`config.mk`:
```
export PLATFORM = sky130hd
export DESIGN_NAME = imem_fetch_ctrl
export DESIGN_NICKNAME = d
export VERILOG_FILES = /design/src/rtl/rv32i_fetch_pkg.sv /design/src/rtl/fetch_fifo.sv /design/src/rtl/imem_fetch_ctrl.sv
export SDC_FILE = /design/constraint.sdc
export NUM_CORES = 1
export LEC_CHECK = 0
export CAP_MARGIN = 20
export CELL_PAD_IN_SITES_DETAIL_PLACEMENT = 1
export CELL_PAD_IN_SITES_GLOBAL_PLACEMENT = 2
export CORE_UTILIZATION = 38
export CTS_BUF_LIST = sky130_fd_sc_hd__clkbuf_2
export DETAILED_ROUTE_END_ITERATION = 8
export GPL_TIMING_DRIVEN = 0
export PLACE_DENSITY = 0.91
export SLEW_MARGIN = 10
export SYNTH_ARGS = -nofsm -noshare
export SYNTH_HDL_FRONTEND = slang
export SYNTH_SLANG_ARGS = --single-unit
```
`constraint.sdc`:
```
create_clock -name clk -period 5.2 [get_ports clk]
set_clock_uncertainty 0.05 [all_clocks]
set_input_delay 0.78 -clock clk [delete_from_list [all_inputs] [get_ports clk]]
set_output_delay 0.78 -clock clk [all_outputs]
set_load 0.02 [all_outputs]
```
`src/rtl/rv32i_fetch_pkg.sv`:
```
// Shared types and constants for the RV32I instruction fetch path.
// Used by fetch_fifo and imem_fetch_ctrl.
package rv32i_fetch_pkg;

    typedef enum logic [1:0] {
        S_BOOT  = 2'd0,
        S_FETCH = 2'd1,
        S_TRAP  = 2'd2
    } fetch_state_e;

    typedef struct packed {
        logic [31:0] pc;
        logic [31:0] instr;
    } fetch_entry_t;

    localparam logic [31:0] RESET_PC_DEFAULT = 32'h0000_0000;
    localparam logic [31:0] INSTR_NOP        = 32'h0000_0013;

    function automatic logic is_misaligned(input logic [31:0] byte_addr);
        return byte_addr[1:0] != 2'b00;
    endfunction

endpackage

```
`src/rtl/fetch_fifo.sv`:
```
// DEPTH-entry synchronous FIFO of {pc, instr} pairs with a flush that
// empties it at the next edge; flush overrides push and pop.
module fetch_fifo
    import rv32i_fetch_pkg::*;
#(
    parameter int DEPTH = 2,
    localparam int PTR_W = (DEPTH > 1) ? $clog2(DEPTH) : 1
) (
    input  logic             clk,
    input  logic             rst_n,
    input  logic             flush,
    input  logic             push,
    input  fetch_entry_t     push_entry,
    input  logic             pop,
    output fetch_entry_t     head,
    output logic             full,
    output logic             empty,
    output logic [PTR_W:0]   count
);

    fetch_entry_t     mem [DEPTH];
    logic [PTR_W-1:0] wr_ptr;
    logic [PTR_W-1:0] rd_ptr;
    logic             do_push;
    logic             do_pop;

    assign full    = (count == (PTR_W+1)'(DEPTH));
    assign empty   = (count == '0);
    assign head    = mem[rd_ptr];
    assign do_pop  = pop & ~empty;
    assign do_push = push & (~full | do_pop);

    always_ff @(posedge clk or negedge rst_n) begin
        if (!rst_n) begin
            wr_ptr <= '0;
            rd_ptr <= '0;
            count  <= '0;
        end else if (flush) begin
            wr_ptr <= '0;
            rd_ptr <= '0;
            count  <= '0;
        end else begin
            if (do_push) wr_ptr <= wr_ptr + PTR_W'(1);
            if (do_pop)  rd_ptr <= rd_ptr + PTR_W'(1);
            if (do_push && !do_pop)      count <= count + (PTR_W+1)'(1);
            else if (do_pop && !do_push) count <= count - (PTR_W+1)'(1);
        end
    end

    // NOTE: storage is deliberately not reset; the pointers and count decide
    // which slots are meaningful, so resetting the array only costs flops.
    always_ff @(posedge clk) begin
        if (do_push && !flush) mem[wr_ptr] <= push_entry;
    end

endmodule

```
`src/rtl/imem_fetch_ctrl.sv`:
```
// Instruction fetch controller: owns the PC, addresses the combinational ROM
// and queues {pc, instr} for decode. Optional trap on misaligned redirect: MISALIGN_TRAP_EN.
module imem_fetch_ctrl
    import rv32i_fetch_pkg::*;
#(
    parameter int          ADDR_W   = 12,
    parameter int          DEPTH    = 2,
    parameter logic [31:0] RESET_PC = RESET_PC_DEFAULT
) (
    input  logic              clk,
    input  logic              rst_n,
    input  logic              redirect_valid,
    input  logic [31:0]       redirect_pc,
    output logic [ADDR_W-1:0] instruction_memory_address,
    input  logic [31:0]       instruction_memory_data,
    output logic              fetch_valid,
    input  logic              fetch_ready,
    output logic [31:0]       fetch_instr,
    output logic [31:0]       fetch_pc
`ifdef MISALIGN_TRAP_EN
    ,
    output logic              fetch_misalign
`endif
);

    localparam int PTR_W = (DEPTH > 1) ? $clog2(DEPTH) : 1;

    fetch_state_e   state, state_nxt;
    logic [31:0]    pc, pc_nxt;
    fetch_entry_t   fifo_head;
    fetch_entry_t   hold_q;
    logic           fifo_full;
    logic           fifo_empty;
    logic [PTR_W:0] fifo_count;
    logic           pop;
    logic           push;
    logic           redirect_bad;
    logic           trap_entry;

`ifdef MISALIGN_TRAP_EN
    assign redirect_bad   = is_misaligned(redirect_pc);
    assign fetch_misalign = (state == S_TRAP);
`else
    assign redirect_bad   = 1'b0;
`endif

    assign instruction_memory_address = pc[ADDR_W+1:2];

    assign fetch_valid = (fifo_count != '0);
    assign pop         = fetch_valid & fetch_ready;
    assign push        = (state == S_FETCH) & ~redirect_valid & (~fifo_full | pop);
    assign trap_entry  = redirect_valid & redirect_bad & (state != S_TRAP);

    fetch_fifo #(.DEPTH(DEPTH)) u_fifo (
        .clk        (clk),
        .rst_n      (rst_n),
        .flush      (redirect_valid),
        .push       (push),
        .push_entry ('{pc: pc, instr: instruction_memory_data}),
        .pop        (pop),
        .head       (fifo_head),
        .full       (fifo_full),
        .empty      (fifo_empty),
        .count      (fifo_count)
    );

    // NOTE: defaults at the top of always_comb keep every path assigned,
    // so no latch is inferred for state_nxt or pc_nxt.
    always_comb begin
        state_nxt = state;
        pc_nxt    = pc;
        case (state)
            S_BOOT:  state_nxt = S_FETCH;
            S_FETCH: state_nxt = S_FETCH;
            S_TRAP:  state_nxt = S_TRAP;
            default: state_nxt = S_BOOT;
        endcase
        if (push) pc_nxt = pc + 32'd4;
        // Redirect outranks everything; a bad target parks the fetcher.
        if (redirect_valid && state != S_TRAP) begin
            if (redirect_bad) state_nxt = S_TRAP;
            else              pc_nxt    = redirect_pc & ~32'h3;
        end
    end

    // NOTE: sequential state uses non-blocking assignments only, so every
    // register samples the pre-edge values computed above.
    always_ff @(posedge clk or negedge rst_n) begin
        if (!rst_n) begin
            state <= S_BOOT;
            pc    <= RESET_PC;
        end else begin
            state <= state_nxt;
            pc    <= pc_nxt;
        end
    end

    // Last presented head, shown while the queue is empty.
    always_ff @(posedge clk or negedge rst_n) begin
        if (!rst_n) begin
            hold_q <= '0;
        end else if (trap_entry) begin
            hold_q.pc <= redirect_pc;
        end else if (!fifo_empty) begin
            hold_q <= fifo_head;
        end
    end

    assign fetch_pc    = fifo_empty ? hold_q.pc    : fifo_head.pc;
    assign fetch_instr = fifo_empty ? hold_q.instr : fifo_head.instr;

endmodule

```
==> impl_metrics.ini <==
[critical_path]
crit_fanout = 10
setup.worst_path.class = reg -> out
cp.arrival_ns = 3.68
worstSetupStartpointType = flop
crit_path_end_kind = output pin
cp.required_ns = 4.37

[yosys]
ys_dominant_reg_cell = edfxtp_1
yosys_warnings = 0
syn_avg_cell_area_um2 = 13.6
yosysSeqAreaShare_pct = 70.5
synth-edff-count = 124
synthArstFlopShare_pct = 44.1
ys_types = 44
synth_common_cells = edfxtp_1, dfrtp_1, nor2_1
synth_area_leaders = edfxtp_1, dfrtp_1, mux2i_1, a21oi_1, nor2_1
synth_top_cell_by_area = edfxtp_1
synthCells = 643
synth_most_common_cell = edfxtp_1
yosys_register_bits = 222
synth_top_area_share_pct = 42.5
syn_area_um2 = 8760

[clock_network]
cts_buffers = 57
cts_setup_buffers = 0
cts.sinks = 222
ctsRootBufferMaster = clkbuf_2
h-tree-depth = 2
cts_buffer_depth = 3
cts_tree = built
clk_pin_slew_ns = 0.10
clk_latency_ns = 0.83
cts_resized = 0

[cells_and_area]
finalNetCount = 917
seqCellArea_um2 = 6180
layout-drive-gt1-share_pct = 14.8
syn_to_final_growth_pct = 27.9
post-route-cell-area_um2 = 11200
multi_input_area_um2 = 2340
fill_cells = 2382
fin_util_pct = 49.5

[routing]
drc = 0
dr_total_vias = 5778
routedWlPerCell_um = 17.9
ant_nets = 0
wl_um = 21100
firstDrtPassIters = 4
vias_per_cell = 4.88
drt_iter0_markers = 248

[global_route]
grt_usage_pct = 18.4
grt_pass1_vias = 6234
grt_pass1_wl_um = 33700
grt_max_degree = 74
antenna_found_initial = 1
grt_overflow = 0

[floorplanning]
core_um2 = 22600
die_w_um = 154
num_rows = 55
die-area_um2 = 23700
ios = 145
die_h_um = 154
initial_core_util_pct = 38.7

[placement]
placed_cell_area_um2 = 10600
portBuffers = 140
dp_hpwl_um = 14200
gp_congestion = 0.814
place_ws_ns = 1.47

[power_and_ir_drop]
p_per_area_nw_per_um2 = 398
vdd_drop_max_v = 0.000123
p_leak_nw = 4.10

[timing]
worstMarginPinSlew_ns = 0.841
fin_ws_ns = 0.693
final-setup-viol-count = 0
fmax_mhz = 222
slew_headroom_pct = 43.9
slew_viol_final = 0
rsz0062_at_grt = false
fin_crit_sh_pct = 86.7
min_period_ns = 4.51
hold_viol = 0

[hold_path]
min_path_type = in -> async

[outcome]
run_status = finished clean

[job]
drv_cap = 0
-- what timing repair did --
item | 4_1_cts | 5_1_grt
hold endpoints to repair | 25 | 0
endpoints found under the setup margin | 0 | 0
hold buffers | 1 | 0
-- critical path: stages, from the launching register on --
cell and delay, ns:
dfrtp_1 0.43, or2_2 0.13, clkbuf_1 0.41, clkbuf_1 0.52
buf_1 0.48, a21oi_1 0.25, clkdlybuf4s50_1 0.60
-- power by group --
part / internal [mW] / switching, mW
combinational: 0.443 / 0.578
sequential: 2.11 / 0.106
clock: 0.516 / 0.708
-- sequential cells by signal, indices dropped and copies added, names as in the netlist --
register       count
hold_q            62
pc                30
state              2
u_fifo.count       2
u_fifo.mem       124
u_fifo.rd_ptr      1
u_fifo.wr_ptr      1
-- per-stage QoR --
step | total power, mW | std cells | hold WS (ns) | TNS (ns)
global route | 4.70 | 1183 | 0.327 | 0
CTS | 4.54 | 1182 | 0.296 | 0
global placement | 3.24 | 1069 | 0.418 | -210.52
floorplan | 2.76 | 644 | 0.406 | 0
finish | 4.46 | 1183 | 0.382 | 0
detailed placement | 3.28 | 1073 | 0.461 | 0
-- final timing paths --
check	startpoint	to	slack, ns	cells past startpoint
worst max-delay path	u_fifo.count[1]	fetch_pc[16]	0.69	6
worst min-delay path	rst_n	hold_q[12]	0.38	2
worst max register to register	state[1]	u_fifo.mem[0][25]	2.36	4
worst min register to register	state[1]	state[0]	0.46	1
max in group asynchronous	rst_n	u_fifo.rd_ptr	4.01	3
min in group clk	redirect_pc[17]	pc[17]	0.42	3
-- cell type report --
| cell class | count | area share (%) |
|---|---|---|
| Timing Repair Buffer | 145 | 13.4 |
| Clock buffer | 78 | 3.48 |
| Sequential cell | 222 | 55.1 |
| Antenna cell | 1 | 0.0223 |
| Inverter | 7 | 0.234 |
| Tap cell | 285 | 3.18 |
| Multi-Input combinational cell | 370 | 20.8 |
| Clock inverter | 30 | 1.56 |
| Buffer | 45 | 2.15 |
-- logic make-up (layout without fill, tap and decap cells) --
logic type / after synthesis / after routing / share of synthesized area (%)
buf+inv: 52 / 305 / 3.06
simple gates: 183 / 183 / 10.9
fa+ha+maj: 1 / 1 / 0.143
mux: 63 / 63 / 7.20
other cells: 1 / 3 / 0.0428
compound gates: 101 / 101 / 6.23
xor+xnor: 20 / 20 / 2.00
flops: 222 / 222 / 70.5
-- layout by cell type (no fill, tap or decap), drive strengths merged, types with 3 or more instances in the layout --
cell type      instances
nor3                  19
a211oi                 8
xnor2                 19
clkdlybuf4s50        139
and3                   4
clkbuf               101
clkinv                27
and4                   5
nand4                  8
o21ai                 18
mux2i                 63
a21oi                 67
nor2                  83
dfrtp                 98
a31oi                  3
edfxtp               124
buf                   27
nand3                  9
inv                    7
nand2                 33
nor4                  11
-- routing by layer --
layer	wire, um	track usage [%]
met1	9030	23.1
met2	10900	31.4
met3	802	3.52
met4	418	7.24
met5	0	0
Power figures use the tool's default switching activity.
